===== src/rtl/ps2_pkg.sv =====
// Shared PS/2 definitions: transmitter states, frame geometry, command bytes and parity helper.
package ps2_pkg;

  typedef enum logic [2:0] {
    StIdle,
    StInhibit,
    StRts,
    StSend,
    StWaitIdle
  } ps2_state_e;

  localparam int unsigned DATA_BITS   = 8;
  localparam int unsigned FRAME_EDGES = 11;

  localparam logic [7:0] CMD_LEDS  = 8'hED;
  localparam logic [7:0] CMD_RESET = 8'hFF;

  // Odd parity: the parity bit makes the total count of ones odd.
  function automatic logic odd_parity(input logic [DATA_BITS-1:0] data);
    return ~^data;
  endfunction

endpackage


===== src/rtl/ps2_sync_edge.sv =====
// Two-flop synchronizer for a raw PS/2 line with a falling-edge strobe on the synced level.
module ps2_sync_edge (
  input  logic clk_i,
  input  logic rst_i,
  input  logic d_i,
  output logic level_o,
  output logic fall_o
);

  logic meta_q, sync_q, prev_q;

  // Idle PS/2 lines float high, so reset to 1 to avoid a spurious edge after reset.
  always_ff @(posedge clk_i or posedge rst_i) begin
    if (rst_i) begin
      meta_q <= 1'b1;
      sync_q <= 1'b1;
      prev_q <= 1'b1;
    end else begin
      meta_q <= d_i;
      sync_q <= meta_q;
      prev_q <= sync_q;
    end
  end

  assign level_o = sync_q;
  assign fall_o  = prev_q & ~sync_q;

endmodule


===== src/rtl/ps2_tx.sv =====
// Host-to-device PS/2 transmitter: inhibit, request-to-send, 11-edge frame and acknowledge check.
module ps2_tx
  import ps2_pkg::*;
#(
  parameter int unsigned INHIBIT_CYCLES = 2500,
  parameter int unsigned TIMEOUT_CYCLES = 375000
) (
  input  logic       clk,
  input  logic       reset,
  input  logic       ps2clk,
  input  logic       ps2dat,
  output logic       ps2clk_oe,
  output logic       ps2dat_oe,
  input  logic       tx_valid,
  input  logic [7:0] tx_data,
  output logic       tx_ready,
  output logic       busy,
  output logic       tx_done,
  output logic       tx_err
);

  localparam int unsigned InhW = $clog2(INHIBIT_CYCLES + 1);
  localparam int unsigned ToW  = $clog2(TIMEOUT_CYCLES + 1);
  localparam logic [3:0] ParityEdge = 4'(DATA_BITS + 1);
  localparam logic [3:0] StopEdge   = 4'(FRAME_EDGES - 1);

  logic clk_lvl, clk_fall, dat_lvl, dat_fall_unused;

  ps2_sync_edge u_sync_clk (
    .clk_i   (clk),
    .rst_i   (reset),
    .d_i     (ps2clk),
    .level_o (clk_lvl),
    .fall_o  (clk_fall)
  );

  ps2_sync_edge u_sync_dat (
    .clk_i   (clk),
    .rst_i   (reset),
    .d_i     (ps2dat),
    .level_o (dat_lvl),
    .fall_o  (dat_fall_unused)
  );

  ps2_state_e         state_q, state_d;
  logic [DATA_BITS:0] shift_q, shift_d;
  logic [3:0]         edge_cnt_q, edge_cnt_d;
  logic [InhW-1:0]    inh_cnt_q, inh_cnt_d;
  logic [ToW-1:0]     to_cnt_q, to_cnt_d;
  logic               clk_oe_q, clk_oe_d;
  logic               dat_oe_q, dat_oe_d;
  logic               done_q, done_d;
  logic               err_q, err_d;
  logic               ack_ok_q, ack_ok_d;
  logic               busy_q, busy_d;
  logic [3:0]         edge_n;

  assign edge_n = edge_cnt_q + 4'd1;

  always_comb begin
    state_d    = state_q;
    shift_d    = shift_q;
    edge_cnt_d = edge_cnt_q;
    inh_cnt_d  = inh_cnt_q;
    to_cnt_d   = to_cnt_q;
    clk_oe_d   = clk_oe_q;
    dat_oe_d   = dat_oe_q;
    ack_ok_d   = ack_ok_q;
    done_d     = 1'b0;
    err_d      = 1'b0;
    busy_d     = (done_q || err_q) ? 1'b0 : busy_q;

    unique case (state_q)
      StIdle: begin
        clk_oe_d = 1'b0;
        dat_oe_d = 1'b0;
        if (tx_valid && !busy_q) begin
          state_d    = StInhibit;
          shift_d    = {odd_parity(tx_data), tx_data};
          edge_cnt_d = '0;
          inh_cnt_d  = '0;
          clk_oe_d   = 1'b1;
          busy_d     = 1'b1;
        end
      end
      StInhibit: begin
        if (32'(inh_cnt_q) + 32'd1 >= INHIBIT_CYCLES) begin
          dat_oe_d = 1'b1;
          state_d  = StRts;
        end else begin
          inh_cnt_d = inh_cnt_q + 1'b1;
        end
      end
      StRts: begin
        clk_oe_d = 1'b0;
        to_cnt_d = '0;
        state_d  = StSend;
      end
      StSend, StWaitIdle: begin
        if (32'(to_cnt_q) >= TIMEOUT_CYCLES) begin
          clk_oe_d = 1'b0;
          dat_oe_d = 1'b0;
          err_d    = 1'b1;
          state_d  = StIdle;
        end else begin
          to_cnt_d = clk_fall ? '0 : to_cnt_q + 1'b1;
          if (state_q == StSend) begin
            if (clk_fall) begin
              edge_cnt_d = edge_n;
              if (edge_n <= ParityEdge) begin
                dat_oe_d = ~shift_q[0];
                shift_d  = shift_q >> 1;
              end else if (edge_n == StopEdge) begin
                dat_oe_d = 1'b0;
              end else begin
                // Edge 11: the device holds data low to acknowledge.
                ack_ok_d = ~dat_lvl;
                dat_oe_d = 1'b0;
                state_d  = StWaitIdle;
              end
            end
          end else if (clk_lvl && dat_lvl) begin
            done_d  = ack_ok_q;
            err_d   = ~ack_ok_q;
            state_d = StIdle;
          end
        end
      end
      default: state_d = StIdle;
    endcase
  end

  always_ff @(posedge clk or posedge reset) begin
    if (reset) begin
      state_q    <= StIdle;
      shift_q    <= '0;
      edge_cnt_q <= '0;
      inh_cnt_q  <= '0;
      to_cnt_q   <= '0;
      clk_oe_q   <= 1'b0;
      dat_oe_q   <= 1'b0;
      done_q     <= 1'b0;
      err_q      <= 1'b0;
      ack_ok_q   <= 1'b0;
      busy_q     <= 1'b0;
    end else begin
      state_q    <= state_d;
      shift_q    <= shift_d;
      edge_cnt_q <= edge_cnt_d;
      inh_cnt_q  <= inh_cnt_d;
      to_cnt_q   <= to_cnt_d;
      clk_oe_q   <= clk_oe_d;
      dat_oe_q   <= dat_oe_d;
      done_q     <= done_d;
      err_q      <= err_d;
      ack_ok_q   <= ack_ok_d;
      busy_q     <= busy_d;
    end
  end

  assign ps2clk_oe = clk_oe_q;
  assign ps2dat_oe = dat_oe_q;
  assign tx_done   = done_q;
  assign tx_err    = err_q;
  assign busy      = busy_q;
  assign tx_ready  = ~busy_q;

endmodule


===== config.mk =====
export PLATFORM = sky130hd
export DESIGN_NAME = ps2_tx
export DESIGN_NICKNAME = d
export VERILOG_FILES = /design/src/rtl/ps2_pkg.sv /design/src/rtl/ps2_sync_edge.sv /design/src/rtl/ps2_tx.sv
export SDC_FILE = /design/constraint.sdc
export NUM_CORES = 1
export LEC_CHECK = 0
export CORE_UTILIZATION = 40
export CTS_BUF_LIST = sky130_fd_sc_hd__clkbuf_8 sky130_fd_sc_hd__clkbuf_16
export CTS_CLUSTER_DIAMETER = 100
export DETAILED_ROUTE_END_ITERATION = 7
export DONT_BUFFER_PORTS = 1
export SYNTH_ARGS = -nofsm -noshare
export SYNTH_HDL_FRONTEND = slang
export SYNTH_SLANG_ARGS = --single-unit

===== constraint.sdc =====
create_clock -name clk -period 4.9 [get_ports clk]
set_clock_uncertainty 0.05 [all_clocks]
set_input_delay 0.735 -clock clk [delete_from_list [all_inputs] [get_ports clk]]
set_output_delay 0.735 -clock clk [all_outputs]
set_load 0.03 [all_outputs]

Word-level counts from Yosys, hierarchy flattened. Cells that the tools add are included.

Register bits: 58. Input bits: 13. Output and inout bits: 6.

$add $sub $neg: 4. $lt $le $gt $ge: 3. Equality and inequality tests: 19. Mux-type cells: 46. Bitwise operators: 9. Reductions and logical operators: 20.

Operators with widths (count): $mux 9 (5); $mux 19 (2); $pmux 19 s2 (1); $mux 12 (2); $mux 3 (8); $pmux 12 s2 (1); $add 19x1->19 const B (1); $ge 19x19->1 const B (1); $mux 1 (18); $pmux 9 s2 (1); $reduce_and 6->1 (3); $mux 4 (4); $ne 2x2->1 const B (8); $ne 4x4->1 const B (4); $add 12x1->13 const B (1); $ge 13x12->1 const B (1); $add 12x1->12 const B (1); $pmux 3 s4 (1); $not 1->1 (8); $pmux 4 s2 (1); $reduce_xnor 8->1 (1); $eq 3x2->1 const B (2); $ne 3x3->1 const B (2); $pmux 1 s3 (2); 17 further kinds (22).

Logic depth before layout (Yosys ltp).
Depth after elaboration: 8. Depth in mapped cells: 9.

Hierarchy. A second synthesis with hierarchy kept.

Cell total of the unflattened synthesis: 371. Area, all modules: 3567.2 um^2.

By module, submodules not included: ps2_tx (instances 1, cells each 361, area an instance 3374.5 um^2); ps2_sync_edge (instances 2, cells each 5, area an instance 96.3 um^2).

Least setup slack after synthesis. OpenSTA, ideal clock, no wires.

Path kind: reg-to-reg. From: reg inh_cnt_q[0]. To: reg inh_cnt_q[3]. Setup time: 0.129 ns. Arrival time: 2.062 ns. Required time: 4.721 ns. Path slack: 2.659 ns. Cell stages (with the launch flop): 8. Buffers on the path: 1. Period minus slack after synthesis: 2.241 ns. Path through: dfrtp_1 ha_1 or2_2 a2111oi_1 o32a_1 buf_2 o2111ai_1 mux2i_1.

Longest elaborated chain between the ends: 4. Elaborated cells on any way between the ends: 7. Classes of those cells: add/sub: 2; order compare: 1; eq/ne: 1; mux: 2; reduce/logical: 1.

RTL lines: start, declared (line ps2_tx.sv:48) `logic [InhW-1:0] inh_cnt_q, inh_cnt_d;`; start signal, assigned (line ps2_tx.sv:150) `inh_cnt_q <= inh_cnt_d;`; $add 12x1->13 (line ps2_tx.sv:87) `if (32'(inh_cnt_q) + 32'd1 >= INHIBIT_CYCLES) begin`; $ge 13x12->1 (line ps2_tx.sv:87); $ne 2x2->1 (no source line); $reduce_and 3->1 (no source line).

Several ways; a longest one is shown, not always the timed one. The select of a mux whose other input is x is not followed. A chain may end at the register's enable or synchronous reset.

Worst setup path after layout.
From: reg inh_cnt_q[0]. To: reg inh_cnt_q[7].

The elaborated chain is that of the path after synthesis.

==> results.toml <==
[logic_synthesis]
synth-warning-count = 0
synth_edf_count = 0
synth-seq-area-share_pct = 42.4
ys_ff_latch = 58
syn-num-nets = 403
synth_cell_type_count = 61
postSynthAreaPerCell_um2 = 8.96
synthFlopType = "dfrtp_1"
postSynthCellCount = 384
syn_area_um2 = 3440
async_flop_share_pct = 100

[sta]
setup_viol = 0
tns_ps = 0
min_period_ps = 2900
finalWorstSetupSlack_ps = 2000
clock.fmax_mhz = 344
hold_violations = 0
drv_slew = 0
worstMarginPinSlew_ps = 1270
rsz0062_at_grt = "no"
max_slew_margin_pct = 15.1
period_share_pct = 59.3

[power]
power.share.combinational_pct = 22.5
p_per_area_nw_per_um2 = 375
switchingPower_uw = 459
p_total_uw = 1390
netSwitchingFraction_pct = 33.0
p_leak_uw = 0.00159
worst_ir_drop_vdd_v = 0.000269
seq_power_share_pct = 44.7
internal_power_uw = 931
p_clk_share_pct = 32.7

[worst_setup_path]
end_kind = "register"
worstPathArrival_ps = 3090
worst-path-max-fanout = 11
worstPathRequired_ps = 5080
path_class = "reg2reg"
critPathLaunchType = "register"

[finish]
area.growth.synth_to_final_pct = 7.78
final_common_cell = "dfrtp_1"
fin_nets = 397
diodes = 0
stdcell_count = 488
drive_above_1_share_pct = 9.14
fin_util_pct = 44.9
layout_common_cells = "dfrtp_1, nand2_1, o21ai_0, nand3_1, nor2_1"

[die]
dieArea_um2 = 8980
die_y_um = 94.7
core_um2 = 8260
fp.dieW_um = 94.7
start_util_pct = 41.7
rows = 33
io_pins = 19

[drt]
ant_nets = 0
drt_iter0_drc = 248
drc_errors = 0
wirelength_mm = 7.59
post_drt_wl_per_cell_um = 15.5
drtPass1Iterations = 4
num_vias = 2849
viasPerCell = 5.84

[place]
dp_hpwl_mm = 5.16
place_ws_ps = 2060
io_buffers = 0
gp_congestion = 0.859
dp_cells = 472

[clocking]
cts_tree = "yes"
cts_root_buf = "clkbuf_8"
cts.sinks = 58
cts_buffers = 9
hold_buffers = 0
post-cts-setup-buffers = 0
clockBufferDepth = 2
cts_resized = 0
insertion_delay_ps = 340
cts.clk_slew.worst_paths_ps = 70
h-tree-depth = 3

[run_status]
outcome = "complete, no violations"

[global_routing]
grt_overflow = 0
grtUsageTotal_pct = 18.7
antenna_found_initial = 0
grt_max_degree = 59
grt_pass1_vias = 2713
grt_pass1_wl_mm = 13.0

[worst_hold_path]
hold_path.class = "reg2reg"

[run]
drv_cap = 0
==> power groups by stage <==
stage,logic (uW),registers [uW],clock network [uW]
6_report,313,621,455
4_1_cts,320,622,465
2_1_floorplan,273,604,0
3_5_place_dp,318,630,0
5_1_grt,367,636,483
3_3_place_gp,315,627,0
==> sequential cells by signal, indices dropped and copies added (netlist names) <==
signal,cells
ack_ok_q,1
busy,1
edge_cnt_q,4
inh_cnt_q,12
ps2clk_oe,1
ps2dat_oe,1
shift_q,9
state_q,3
to_cnt_q,19
tx_done,1
tx_err,1
u_sync_clk.level_o,1
u_sync_clk.meta_q,1
u_sync_clk.prev_q,1
u_sync_dat.level_o,1
u_sync_dat.meta_q,1
==> through the flow <==
step,hold WS (ps),cell area [um2]
2_1_floorplan,295,3440
3_3_place_gp,298,3500
3_5_place_dp,297,3500
4_1_cts,307,3710
5_1_grt,309,3710
6_report,306,3710
==> logic make-up (layout without fill, tap and decap cells) <==
kind of cell	Yosys count	after routing	synth area share, %
flip-flops	58	58	42.4
AO/OA/AOI/OAI	114	114	22.4
adder cells (fa/ha/maj)	6	6	2.18
AND/OR/NAND/NOR	151	151	22.8
buffers and inverters	31	30	3.60
multiplexers	14	14	4.07
XOR/XNOR	10	10	2.55
==> final cells by class <==
type                            instances  area, um2
Fill cell                             808       4550
Clock inverter                          5       52.6
Timing Repair Buffer                    1       7.51
Tap cell                              105        131
Multi-Input combinational cell        295       1860
Sequential cell                        58       1460
Inverter                               13       48.8
Clock buffer                           11        151
==> per-layer routing <==
| layer | part of all wire (%) | global-route usage (%) |
|---|---|---|
| met5 | 0 | 0 |
| met4 | 1.7 | 7.07 |
| met3 | 4.3 | 4.59 |
| met2 | 45 | 27.6 |
| met1 | 49 | 26.3 |
==> worst max-delay path, cell delays in order (launching register included) <==
cell,delay (ps)
dfrtp_1,400
ha_1,290
or2_2,310
a2111oi_1,600
o32a_1,540
o21ai_2,220
o41ai_1,380
==> cell usage after synthesis, drive strengths merged, types with 5 or more instances <==
master | n | share of area, %
o21ai | 43 | 6.6
and3 | 9 | 1.6
and2 | 7 | 1.3
o41ai | 5 | 1.3
a21oi | 12 | 1.7
inv | 13 | 1.4
nand2b | 12 | 2.2
o211ai | 9 | 2.1
dfrtp | 53 | 39
nor2 | 22 | 2.5
o31ai | 10 | 2.2
a31oi | 6 | 1.3
clkbuf | 12 | 1.3
xnor2 | 9 | 2.3
nand2 | 41 | 4.5
nand4 | 7 | 1.3
nor3 | 8 | 1.2
nand3 | 22 | 3.2
o21a | 9 | 2.0
dfstp | 5 | 3.8
ha | 6 | 2.2
mux2i | 14 | 4.1
buf | 6 | 0.87
==> worst paths after layout <==
kind,depth (start not counted),end,slack [ps],start
max,6,inh_cnt_q[7]$_DFFE_PP0P_,2000,inh_cnt_q[0]$_DFFE_PP0P_
min,0,u_sync_dat.level_o$_DFF_PP1_,310,u_sync_dat.meta_q$_DFF_PP1_
max reg2reg,6,inh_cnt_q[7]$_DFFE_PP0P_,2000,inh_cnt_q[0]$_DFFE_PP0P_
min reg2reg,0,u_sync_dat.level_o$_DFF_PP1_,310,u_sync_dat.meta_q$_DFF_PP1_
max in group asynchronous,2,edge_cnt_q[2]$_DFFE_PP0P_,3850,reset
min in group asynchronous,2,inh_cnt_q[6]$_DFFE_PP0P_,450,reset
Power figures use the tool's default switching activity.
